### config.mk
export PLATFORM = sky130hd
export DESIGN_NAME = adder_check_monitor
export DESIGN_NICKNAME = d
export VERILOG_FILES = /design/src/rtl/adder_check_monitor.sv
export SDC_FILE = /design/constraint.sdc
export NUM_CORES = 1
export LEC_CHECK = 0
export ABC_AREA = 1
export CAP_MARGIN = 40
export CORE_ASPECT_RATIO = 0.8
export CORE_MARGIN = 2
export CORE_UTILIZATION = 40
export CTS_CLUSTER_DIAMETER = 120
export DETAILED_ROUTE_END_ITERATION = 10
export HOLD_SLACK_MARGIN = 0.05
export PLACE_DENSITY_LB_ADDON = 0.12
export SLEW_MARGIN = 20
export SYNTH_ARGS = -nofsm -noshare
export SYNTH_HDL_FRONTEND = slang
export SYNTH_HIERARCHICAL = 1
export SYNTH_SLANG_ARGS = --single-unit
### constraint.sdc
create_clock -name clk -period 2.6 [get_ports clk]
set_input_delay 0.39 -clock clk [delete_from_list [all_inputs] [get_ports clk]]
set_output_delay 0.39 -clock clk [all_outputs]
set_load 0.02 [all_outputs]
### src/rtl/adder_check_monitor.sv
// adder_check_monitor
//   Result monitor sitting behind the 16-bit dual-adder checker. It counts
//   accepted check beats and mismatching beats over a bounded run, keeps a
//   sticky OR of every mismatch bit seen, and holds the operands and check
//   vector of the first failing beat for debug readout.
//
//   Optional build macro: ADDCHK_STOP_ON_ERR_EN
//     defined   -> the first mismatching beat in RUN ends the run (goes DONE)
//     undefined -> the run always continues to NUM_VEC beats (or forever if 0)
//
// Ports
//   clk, rst_n          clock, asynchronous active-low reset
//   start               pulse: zero stats and begin a run
//   clear               pulse: zero stats and return to IDLE (wins over start)
//   in_valid            check/operand beat present this cycle
//   in_a, in_b          operands that produced the check vector
//   check, checkcout    per-bit sum mismatch and carry-out mismatch
//   busy, done, pass    run status (pass = done with zero errors)
//   vec_count           accepted beats this run (saturating)
//   err_count           mismatching beats this run (saturating)
//   err_mask            sticky OR of {checkcout, check}
//   first_valid         first-failure capture held
//   first_a, first_b    operands of first failing beat
//   first_check         {checkcout, check} of first failing beat

// Saturating up-counter with synchronous clear; holds at all-ones.
module adder_check_sat_cnt #(
    parameter int W = 16
) (
    input  logic         clk,
    input  logic         rst_n,
    input  logic         clr,
    input  logic         inc,
    output logic [W-1:0] count
);
    always_ff @(posedge clk or negedge rst_n) begin
        if (!rst_n)
            count <= '0;
        else if (clr)
            count <= '0;
        else if (inc && (count != {W{1'b1}}))
            count <= count + 1'b1;
    end
endmodule

module adder_check_monitor #(
    parameter int WIDTH   = 16,
    parameter int CNT_W   = 16,
    parameter int NUM_VEC = 1000
) (
    input  logic             clk,
    input  logic             rst_n,
    input  logic             start,
    input  logic             clear,
    input  logic             in_valid,
    input  logic [WIDTH-1:0] in_a,
    input  logic [WIDTH-1:0] in_b,
    input  logic [WIDTH-1:0] check,
    input  logic             checkcout,
    output logic             busy,
    output logic             done,
    output logic             pass,
    output logic [CNT_W-1:0] vec_count,
    output logic [CNT_W-1:0] err_count,
    output logic [WIDTH:0]   err_mask,
    output logic             first_valid,
    output logic [WIDTH-1:0] first_a,
    output logic [WIDTH-1:0] first_b,
    output logic [WIDTH:0]   first_check
);
    typedef enum logic [1:0] {
        IDLE = 2'd0,
        RUN  = 2'd1,
        DONE = 2'd2
    } state_t;

`ifdef ADDCHK_STOP_ON_ERR_EN
    localparam bit STOP_ON_ERR = 1'b1;
`else
    localparam bit STOP_ON_ERR = 1'b0;
`endif

    localparam bit             BOUNDED  = (NUM_VEC != 0);
    // vec_count value seen on the edge that accepts the final beat. Since
    // NUM_VEC fits in CNT_W, vec_count has not saturated by then, so the
    // visible counter doubles as the run-length counter.
    localparam logic [CNT_W-1:0] LAST_CNT = BOUNDED ? CNT_W'(NUM_VEC - 1) : '0;

    state_t state, state_nxt;

    logic stats_clr;
    logic accept;
    logic mismatch;
    logic err_inc;
    logic last_beat;
    logic end_run;

    // start or clear both wipe the stats; a beat on a restart edge is dropped.
    assign stats_clr = start | clear;
    assign accept    = (state == RUN) & in_valid & ~stats_clr;
    assign mismatch  = (|check) | checkcout;
    assign err_inc   = accept & mismatch;
    assign last_beat = BOUNDED & (vec_count == LAST_CNT);
    assign end_run   = accept & (last_beat | (STOP_ON_ERR & mismatch));

    // ---------------------------------------------------------------- FSM
    always_ff @(posedge clk or negedge rst_n) begin
        if (!rst_n)
            state <= IDLE;
        else
            state <= state_nxt;
    end

    always_comb begin
        state_nxt = state;
        if (clear)
            state_nxt = IDLE;
        else if (start)
            state_nxt = RUN;
        else if (end_run)
            state_nxt = DONE;
    end

    // ---------------------------------------------------------- counters
    logic [1:0]            cnt_inc;
    logic [1:0][CNT_W-1:0] cnt_val;

    assign cnt_inc = {err_inc, accept};

    for (genvar g = 0; g < 2; g++) begin : g_cnt
        adder_check_sat_cnt #(.W(CNT_W)) u_cnt (
            .clk   (clk),
            .rst_n (rst_n),
            .clr   (stats_clr),
            .inc   (cnt_inc[g]),
            .count (cnt_val[g])
        );
    end

    assign vec_count = cnt_val[0];
    assign err_count = cnt_val[1];

    // --------------------------------------------- sticky mask / capture
    always_ff @(posedge clk or negedge rst_n) begin
        if (!rst_n) begin
            err_mask    <= '0;
            first_valid <= 1'b0;
            first_a     <= '0;
            first_b     <= '0;
            first_check <= '0;
        end else if (stats_clr) begin
            err_mask    <= '0;
            first_valid <= 1'b0;
            first_a     <= '0;
            first_b     <= '0;
            first_check <= '0;
        end else if (err_inc) begin
            err_mask <= err_mask | {checkcout, check};
            if (!first_valid) begin
                first_valid <= 1'b1;
                first_a     <= in_a;
                first_b     <= in_b;
                first_check <= {checkcout, check};
            end
        end
    end

    // ------------------------------------------------------ status flops
    // Status is registered from the next state so it lines up with the
    // counters. pass looks ahead at err_count: it is zero after this edge
    // only if it is zero now and this edge does not add an error.
    always_ff @(posedge clk or negedge rst_n) begin
        if (!rst_n) begin
            busy <= 1'b0;
            done <= 1'b0;
            pass <= 1'b0;
        end else begin
            busy <= (state_nxt == RUN);
            done <= (state_nxt == DONE);
            pass <= (state_nxt == DONE) & (err_count == '0) & ~err_inc;
        end
    end
endmodule
# Yosys cells after proc, flatten, opt, wreduce, memory -nomap -nowiden
# Cells that the tools add are included.
# totals
reg_bits,104
in_bits,54
out_inout_bits,102
word_cells,59
# op_classes
n_addsub,2
n_eq_ne,7
muxes,20
bitwise,11
n_reduce_logical,8
# ops
cell,count
two-way mux 16 bit,10
two-way mux 17 bit,5
"adder 16 x 1 -> 16 bit, second input constant",2
"inequality test 16 bit, second input constant",2
OR 17 bit,1
"== test 16 x 10 -> 1 bit, second input constant",1
zero test 16 bit,1
OR reduction 16 bit,1
bitwise AND 1 bit,6
two-way mux 2 bit,3
nonzero test 2 bit,3
"== test 2 x 1 -> 1 bit, second input constant",2
"== test 2 bit, second input constant",1
logical AND 1 bit,2
two-way mux 1 bit,2
"inequality test 2 x 1 -> 1 bit, second input constant",1
inverter 1 bit,2
OR 1 bit,2
AND reduction 2 bit,1

# Depth between registers and ports, before layout
# Gate-level depths: netlist of run 1.
# logic_depth
ltp_word,10
depth_mapped,13
depth_no_buf,11

# Hierarchy
# Netlist of run 1, hierarchy kept.
# by_module_without_submodules
module,instances,cells_per_inst,area_each_um2,seq_area_each_um2
adder_check_monitor,1,351,3098.0,1801.7
adder_check_sat_cnt,2,144,1037.2,400.4

# Worst setup path before layout of run 1
# OpenSTA, ideal clock, no wires.
# synth_path
kind,in2reg
startpoint,input port start
endpoint,register g_cnt[1].u_cnt.count[2]
setup_ns,0.066
arrival_ns,1.669
required_ns,2.534
setup_slack_ns,0.865
path_stages,11
path_buffers,2
cell_sequence,inv_2 -> nand2_2 -> nor2_4 -> nand2_2 -> inv_2 -> buf_2 -> inv_1 -> nor2_1 -> buf_2 -> nand4_1 -> nand2_1
# synth_via
elab_chain_cells,6
elab_cells_between_ends,7
cone_classes,1 x mux; 4 x bitwise; 2 x reduce/logical
# synth_rtl
element,line,source
start: declaration,53,"input logic start,"
OR 1 bit,99,assign stats_clr = start | clear;
inverter 1 bit,100,assign accept = (state == RUN) & in_valid & ~stats_clr;
bitwise AND 1 bit,100,
named net accept,92,logic accept;
bitwise AND 1 bit,102,assign err_inc = accept & mismatch;
named net err_inc,94,logic err_inc;
logical AND 1 bit,41,else if (inc && (count != {W{1'b1}}))
nonzero test 2 bit (no source line),n/a,
end signal: assignment,42,count <= count + 1'b1;
end: declaration,34,output logic [W-1:0] count
# The timed path passes the listed nets, and every way through them passes these cells.
# A chain may end at the register's enable or synchronous reset.

# Worst setup path in the final report of run 1
# layout_path
startpoint,input port check[14]
endpoint,register g_cnt[1].u_cnt.count[15]
# layout_via
elab_chain_cells,5
# layout_rtl
element,line,source
start: declaration,58,"input logic [WIDTH-1:0] check,"
OR reduction 16 bit,101,assign mismatch = (|check) | checkcout;
OR 1 bit,101,
bitwise AND 1 bit,102,
logical AND 1 bit,41,
nonzero test 2 bit (no source line),n/a,
# No other way between the ends.

==> summary.txt, run 1 <==
VDD IR-drop max: 0.340 mV
Post-synth cell types: 31
Clk_lat worst skew: 350 ps
Crit end category: register
Routed vias/inst: 4.95
Detailed Place HPWL: 10.3 mm
Mapped Area: 5170 um^2
Clock power share: 40.3%
Max FO, Critical Path: 21
Total negative slack: 0 ps
Die X: 131 um
Mapped Cells: 639
Total CTS buffers: 9
GRT overflow: 0
Die area: 13900 um^2
Gpl congestion: 0.841
Largest cells by area after synthesis: dfrtp_1 (50%), nand2_1 (15%), nand3_1 (9.7%)
Final nets: 847
Worst Setup Slack, final: 619 ps
Final setup viols: 0
Combinational cell fraction of total power: 8.6%
Ports: 156
Row count: 37
Drt wl/cell: 14.8 um
Dominant synthesized flop cell: dfrtp_1
Antenna Violating Nets Remaining: 0
Share of the synthesized area in the top cell type: 50.3%
Total GRT Usage: 21.0%
Lkg Pwr: 3.36 nW
NetSw: 0.793 mW
Crit start category: primary input
Achievable Freq: 505 MHz
Fin area: 7150 um^2
Clock Skews: 9.18 ps
Die height: 106 um
Clk slew on worst S/H paths: 70 ps
First-pass GRT wire length: 23.6 mm
Met2 Use GR: 33.9%
GRT busiest layer: met2
Setup Fix Bufs, Post-CTS: 0
Sequential Power Share: 51.1%
N_diodes: 0
Total wire length: 14.4 mm
CP required: 2880 ps
Ratio of cells with drive above 1 in the final layout: 7.29%
Initial core utilization: 40.6%
Run status: completed
Drt first pass iters: 4
CTS root buf: clkbuf_16
Cell Int Power: 2.42 mW
CTS tree: built
# clock sinks: 104
Largest net degree at the start of global routing: 73
Syn_nets: 695
Max Transition Viols Final: 0
Share of the yosys chip area belonging to registers: 50.3%
I/O Buffers: 155
Number of synthesized flops with an enable pin: 0
Antenna violations before repair: 0
Cell taking the most area after synthesis: dfrtp_1
PD cells: 449 nW/um^2
GR Util met1: 29.2%
Critical path type: primary input to register
Post-route DRC: 0
Core ar.: 12700 um^2
Mapped Avg Cell Area: 8.09 um^2
Fin crit period: 1980 ps
Maximum root-to-sink buffer count: 2
Period utilization: 76.2%
Placed instance area: 6840 um^2
DR vias: 4807
Yosys reg bits: 104
Vias in the first global route: 4567
Post-synth ARST share: 100%
CP Data Arrival Time: 2260 ps
Slew @ Worst Pin: 518 ps
DR iter-0 viols: 300
RSZ-0062 raised after global routing: no
Switch share: 24.7%
Slew headroom: 65.4%
CTS H-tree depth: 3
Met3 global-route usage: 4.28%
Syn-to-layout area delta: 38.2%
YS warnings: 6
Max cap viols: 0
Pre-CTS setup slack: 145 ps
Hold Path Class: register to register
Hold Fails Final Rpt: 0
-- layout make-up --
class	instances	area, um^2
Sequential cell	104	2600
Multi-Input combinational cell	461	2180
Clock buffer	10	229
Tap cell	175	219
Inverter	48	188
Clock inverter	6	52.6
Fill cell	1167	5580
Timing Repair Buffer	167	1680
-- cell usage after synthesis, drive strengths merged (6+ instances only) --
library cell  count
nand2           218
dfrtp           104
nand3           102
nor2             61
inv              48
buf              20
nand4            19
a21oi            18
o21ai            17
clkbuf            6
xor2              6
-- logic make-up after synthesis --
kind of cell,after synthesis,synth area share (%)
flip-flops,104,50.3
adder cells (fa/ha/maj),2,0.484
XOR/XNOR,10,1.69
AND/OR/NAND/NOR,410,35.5
AO/OA/AOI/OAI,39,4.48
buffers and inverters,74,7.55
-- worst max-delay path: stages --
cell	delay, ps
clkdlybuf4s50_1	460
or2_0	220
nor2_1	170
nand3_2	150
nand2_2	100
inv_2	40
buf_4	210
o21ai_4	110
nand2_4	90
inv_4	170
nand2_1	90
nand2_1	70
-- routing by layer --
metal	wire length [um]	vias to the layer above
met5	0	-
met4	184	0
met3	903	15
met2	6550	173
met1	6750	2255
li1	-	2364
-- worst paths after layout --
path | start | endpoint | slack [ps] | cells past startpoint
max in group asynchronous | rst_n | g_cnt[0].u_cnt/count[4] | 1280 | 3
hold / removal | first_check[0] | first_check[0] | 500 | 2
setup / recovery | check[14] | g_cnt[1].u_cnt/count[15] | 620 | 12
setup reg to reg | state[1] | first_b[7] | 820 | 8
hold reg to reg | first_check[0] | first_check[0] | 500 | 2
min in group asynchronous | rst_n | first_b[12] | 540 | 2
-- placed cells by master, fill, tap and decap left out, types with 3 or more instances in the layout --
master           count
nand2_1            208
clkdlybuf4s50_1    154
dfrtp_1            104
nand3_1            100
nor2_1              56
inv_1               39
nand4_1             19
a21oi_1             17
o21ai_0             13
clkbuf_16            9
buf_4                9
inv_2                6
nand2_2              6
xor2_1               6
nor2_4               5
nor4_1               4
nand2_4              4
xnor2_1              4
o21bai_1             4
nor3_1               3
inv_4                3
buf_12               3
-- sequential cells by signal, indices dropped and copies added (netlist names), 2 cells and up --
name,count
first_a,16
first_b,16
err_mask,17
state,2
first_check,17
g_cnt.u_cnt/count,32
-- metrics by stage --
stage | hold slack (ps) | instances | power, mW | utilization (%)
6_report | 498 | 971 | 3.21 | 56.2
5_1_grt | 526 | 971 | 3.36 | 56.2
4_1_cts | 502 | 969 | 3.26 | 56.0
3_5_place_dp | 371 | 952 | 1.95 | 53.7
3_3_place_gp | 364 | 952 | 1.95 | 53.7
2_1_floorplan | 94.4 | 639 | 1.78 | -
-- timing repair --
item / CTS / global route
hold buffers: 1 / 0
endpoints found under the hold margin: 31 / 0
gates resized for setup: 0 / 0
-- power groups by stage --
stage / clock network [mW] / logic [mW] / registers [mW]
6_report: 1.30 / 0.277 / 1.64
5_1_grt: 1.41 / 0.302 / 1.64
4_1_cts: 1.34 / 0.280 / 1.64
3_5_place_dp: 0 / 0.278 / 1.67
3_3_place_gp: 0 / 0.274 / 1.67
2_1_floorplan: 0 / 0.0891 / 1.69
(Power assumes the default switching activity.)
==> run 2, diff against run 1 <==
Clock period 2.6 ns to 1.8 ns, I/O delays scaled along.
==> summary.txt, run 2 (same netlist as run 1, synthesis figures left out) <==
Clk_lat worst skew: 360 ps (about the same)
Commonest non-fill, non-tap cell in the layout: nand2_1
Routed vias/inst: 4.89 (-1.3%)
Antenna Violating Nets Remaining: 0 (unchanged)
Row count: 37 (unchanged)
Critical path type: register to primary output
Multi-input logic area: 2180 um^2 (+0.23%)
CP Data Arrival Time: 1470 ps (-790 ps)
Vias in the first global route: 4730 (+3.6%)
Achievable Freq: 576 MHz
Worst path top cell family by delay: buffers and inverters
Max cap viols: 0 (unchanged)
Max Transition Viols Final: 0 (unchanged)
Crit start category: register
Pre-CTS setup slack: -264 ps (-409 ps)
Max FO, Critical Path: 6 (-71%)
Die area: 13900 um^2 (unchanged)
Drt wl/cell: 14.6 um (-1.1%)
N_diodes: 0 (unchanged)
RSZ-0062 raised after global routing: yes
Final Util: 59.7% (+3.5 points)
First-pass GRT wire length: 24.5 mm (+4.0%)
CTS H-tree depth: 3 (unchanged)
Run status: completed
GRT overflow: 0 (unchanged)
Buf/Inv on CP: 1 (-3)
Clock Skews: 8.16 ps (-1.02 ps)
PD cells: 632 nW/um^2 (+41%)
Initial core utilization: 40.6% (unchanged)
DR iter-0 viols: 332 (+11%)
Hold Path Class: primary input to asynchronous set/reset pin
Final Non-Filler Cells: 1015 (+4.5%)
Lkg Pwr: 3.80 nW (+13%)
Drt first pass iters: 4 (unchanged)
Largest net degree at the start of global routing: 40 (-45%)
Gpl congestion: 0.832 (-1.1%)
Top Registers: g_cnt.u_cnt/count: 32 flops, err_mask: 17 flops, first_check: 17 flops
I/O Buffers: 155 (unchanged)
Total Power: 4.80 mW (+49%)
Max reg flops: 32 (unchanged)
Critical path startpoint: g_cnt[0].u_cnt/count[5]
Total wire length: 14.9 mm (+3.4%)
Post-route DRC: 0 (unchanged)
Slew @ Worst Pin: 827 ps (+308 ps)
Core ar.: 12700 um^2 (unchanged)
Max incr delay on CP: 650 ps (+190 ps)
Total CTS buffers: 9 (unchanged)
VDD IR-drop max: 0.442 mV (+30%)
Most flops, register: g_cnt.u_cnt/count
Placed instance area: 7260 um^2 (+6.1%)
Setup Fix Bufs, Post-CTS: 0 (unchanged)
Die height: 106 um (unchanged)
Placed insts: 999 (+4.9%)
Setup slack, reg-to-reg: 160 ps (-660 ps)
CTS tree: built
Final setup viols: 0 (unchanged)
Critical Path Stages: 1 (-11)
# clock sinks: 104 (unchanged)
Period utilization: 96.5%
CTS root buf: clkbuf_16
Register area: 2600 um^2 (unchanged)
Filler cells: 1131 (-3.1%)
Fin area: 7600 um^2 (+6.2%)
Detailed Place HPWL: 11.0 mm (+6.5%)
R2r endpoint: g_cnt[0].u_cnt/count[14]
Antenna violations before repair: 0 (unchanged)
Ratio of cells with drive above 1 in the final layout: 12.4% (+5.1 points)
Hold Fails Final Rpt: 0 (unchanged)
Worst-path cell chain: clkdlybuf4s50_1
Min Hold Slack: 436 ps (-62.1 ps)
Slowest cell on the critical path: clkdlybuf4s50_1
DR vias: 4962 (+3.2%)
FF-to-FF Start: g_cnt[0].u_cnt/count[1]
Total negative slack: 0 ps (unchanged)
Worst Setup Slack, final: 63.5 ps (-556 ps)
Syn-to-layout area delta: 46.9%
Fin crit period: 1740 ps
CP required: 1530 ps (-1350 ps)
Most frequent cells in the layout: nand2_1 (208), clkdlybuf4s50_1 (144), dfrtp_1 (104), nand3_1 (100), nor2_1 (56)
Crit end category: primary output
Clk slew on worst S/H paths: 70 ps (about the same)
Total GRT Usage: 22.3% (+1.2 points)
Ports: 156 (unchanged)
Final nets: 892 (+5.3%)
Slew headroom: 44.7% (-21 points)
Maximum root-to-sink buffer count: 2 (unchanged)
CP Capture Point: vec_count[5]
Worst reg2reg path depth: 8 (unchanged)
Die X: 131 um (unchanged)
-- run 2: cell types whose count changed in the layout (fill, tap and decap cells not counted), sizes merged --
cell	delta
inv	-1
buf	+45
clkbuf	-1
bufinv	+1
clkinvlp	+1
clkinv	-1
dlymetal6s2s	+10
clkdlybuf4s50	-10
-- run 2: power breakdown --
part | switching [mW] | internal, mW
sequential | 0.0138 | 2.36
clock | 0.890 | 1.08
combinational | 0.236 | 0.223
-- run 2: repair_timing --
action / in CTS / in global routing
hold buffers: 1 / 0
setup endpoints to repair: 0 / 16
endpoints found under the hold margin: 37 / 0
resized for setup: 0 / 12
-- run 2: worst min path at each step --
stage               startpoint           to  slack, ps  cells after the start
global route           in_a[5]   first_a[5]        450                      3
detailed placement       rst_n  first_b[10]        290                      1
global placement         rst_n  first_b[10]        280                      1
finish                   rst_n  first_b[10]        440                      2
CTS                   in_b[11]  first_b[11]        440                      3
floorplan                rst_n         busy        -30                      0
-- run 2: per-layer routing --
layer / GRT usage, % / vias up / routed length, um
li1: - / 2456 / -
met1: 30.7 / 2334 / 6820
met2: 34.4 / 157 / 6900
met3: 6.01 / 15 / 968
met4: 7.22 / 0 / 184
met5: 0 / - / 0
-- run 2: area by class of cell --
class	instances	area share [%]
sequential	104	34.3
tap	175	2.88
clock inverter	6	0.922
timing repair buffer	212	27.7
inverter	48	2.50
multi-input combinational	461	28.8
clock buffer	9	2.96
==> run 3, diff against run 2 <==
Settings changed: CORE_UTILIZATION 40 to 35, SKIP_CTS_REPAIR_TIMING from default to 1.
==> summary.txt, run 3 (same netlist as run 1, synthesis figures left out) <==
Switch share: 25.1% (+1.3 points)
Buf/Inv on CP: 2 (+1)
Slowest cell on the critical path: clkdlybuf4s50_1
Core ar.: 14300 um^2 (+13%)
DR iter-0 viols: 305 (-8.1%)
Period utilization: 97.1% (+0.65 points)
Crit end category: primary output
Top Registers: g_cnt.u_cnt/count: 32 flops, err_mask: 17 flops, first_check: 17 flops
Max FO, Critical Path: 5 (-1)
Final nets: 891 (-0.11%)
Max Transition Viols Final: 0 (unchanged)
CP required: 1530 ps (about the same)
Sequential Power Share: 50.3% (+0.9 points)
Ratio of cells with drive above 1 in the final layout: 13.0% (+0.61 points)
Initial core utilization: 36.1% (-4.6 points)
Min Hold Slack: 383 ps (-53.2 ps)
Antenna violations before repair: 0 (unchanged)
Clk_lat worst skew: 350 ps (about the same)
Run status: completed
Max incr delay on CP: 610 ps (-40 ps)
DR vias: 4920 (-0.85%)
I/O Buffers: 155 (unchanged)
Final setup viols: 0 (unchanged)
Vias in the first global route: 4596 (-2.8%)
Total negative slack: 0 ps (unchanged)
Gpl congestion: 0.825 (-0.88%)
Row count: 39 (+5.4%)
Drt wl/cell: 14.5 um (-0.71%)
Die height: 113 um (+6.6%)
Drt first pass iters: 5 (+1)
PD cells: 623 nW/um^2 (-1.3%)
CTS tree: built
Worst path top cell family by delay: buffers and inverters
CTS root buf: clkbuf_16
Routed vias/inst: 4.81 (-1.6%)
Antenna Violating Nets Remaining: 0 (unchanged)
# clock sinks: 104 (unchanged)
Clk slew on worst S/H paths: 70 ps (about the same)
Cell Int Power: 3.53 mW (-3.6%)
Critical path type: register to primary output
Crit start category: register
CP Data Arrival Time: 1480 ps (about the same)
Detailed Place HPWL: 11.0 mm (+0.19%)
Clock power share: 40.1% (-0.9 points)
Final Non-Filler Cells: 1023 (+0.79%)
Post-route DRC: 0 (unchanged)
Slew @ Worst Pin: 506 ps (-321 ps)
Final Util: 52.6% (-7.0 points)
Critical Path Stages: 2 (+1)
Syn-to-layout area delta: 46.0%
Most frequent cells in the layout: nand2_1 (208), clkdlybuf4s50_1 (149), dfrtp_1 (102), nand3_1 (100), nor2_1 (52)
Commonest non-fill, non-tap cell in the layout: nand2_1
Max reg flops: 32 (unchanged)
VDD IR-drop max: 0.446 mV (+0.85%)
Fin crit period: 1750 ps (+11.7 ps)
GRT overflow: 0 (unchanged)
CTS H-tree depth: 3 (unchanged)
Worst Setup Slack, final: 51.8 ps (-11.7 ps)
N_diodes: 0 (unchanged)
Maximum root-to-sink buffer count: 2 (unchanged)
Placed insts: 1007 (+0.80%)
Worst-path cell chain: buf_4 > clkdlybuf4s50_1
Lkg Pwr: 3.67 nW (-3.5%)
Slew headroom: 66.3% (+22 points)
Total wire length: 14.9 mm (about the same)
Clock Skews: 4.38 ps (-3.77 ps)
Total GRT Usage: 19.4% (-2.9 points)
Largest net degree at the start of global routing: 45 (+13%)
Achievable Freq: 572 MHz (-0.67%)
Hold Path Class: primary input to asynchronous set/reset pin
Hold Fails Final Rpt: 0 (unchanged)
Pre-CTS setup slack: -397 ps (-133 ps)
Most flops, register: g_cnt.u_cnt/count
Ports: 156 (unchanged)
Die area: 15800 um^2 (+14%)
Total CTS buffers: 9 (unchanged)
Worst reg2reg path depth: 8 (unchanged)
First-pass GRT wire length: 24.6 mm (+0.37%)
NetSw: 1.18 mW (+3.6%)
RSZ-0062 raised after global routing: no
Die X: 140 um (+6.7%)
Combinational cell fraction of total power: 9.6% (about the same)
Max cap viols: 0 (unchanged)
run 3: final cells by class:
class	instances	area, um^2
fill	1334	6790
sequential	104	2610
multi-input combinational	461	2190
timing repair buffer	211	2050
tap	184	230
clock buffer	9	225
inverter	48	193
clock inverter	6	53.8
run 3: worst reg2reg max path: stages (launching register included):
cell and delay (ps):
dfrtp_1 440, ha_1 210, nand2_2 90, nor3_1 410
nand3_1 130, nand2_1 80, nand2_1 60, nand2_1 60
nand2_1 50
run 3: metal layers:
metal | share of wire (%) | track usage [%] | wire length (um)
met1 | 48 | 28.4 | 7220
met2 | 44 | 29.8 | 6560
met3 | 6.5 | 4.06 | 969
met4 | 0.89 | 4.40 | 132
met5 | 0 | 0 | 0
run 3: stage by stage:
step                      instance area (um^2)  power (mW)
after global routing                      7550        4.93
final                                     7550        4.71
after floorplan                           5170        2.57
after CTS                                 7500        4.77
after global placement                    7220        2.87
after detailed placement                  7220        2.87
run 3: power by group through the flow:
| stage | clock network, mW | logic, mW | registers, mW |
|---|---|---|---|
| after floorplan | 0 | 0.129 | 2.44 |
| after global placement | 0 | 0.453 | 2.41 |
| after detailed placement | 0 | 0.452 | 2.41 |
| after CTS | 1.95 | 0.456 | 2.37 |
| after global routing | 2.06 | 0.495 | 2.37 |
| final | 1.89 | 0.454 | 2.37 |
run 3: worst paths after layout:
path	from	endpoint	slack [ps]
max reg2reg	g_cnt[0].u_cnt/count[1]	g_cnt[0].u_cnt/count[14]	170
max in group asynchronous	rst_n	g_cnt[0].u_cnt/count[7]	840
min	rst_n	first_b[14]	380
max	g_cnt[1].u_cnt/count[4]	err_count[4]	50
min reg2reg	first_check[2]	first_check[2]	500
min in group clk	in_a[10]	first_a[10]	470
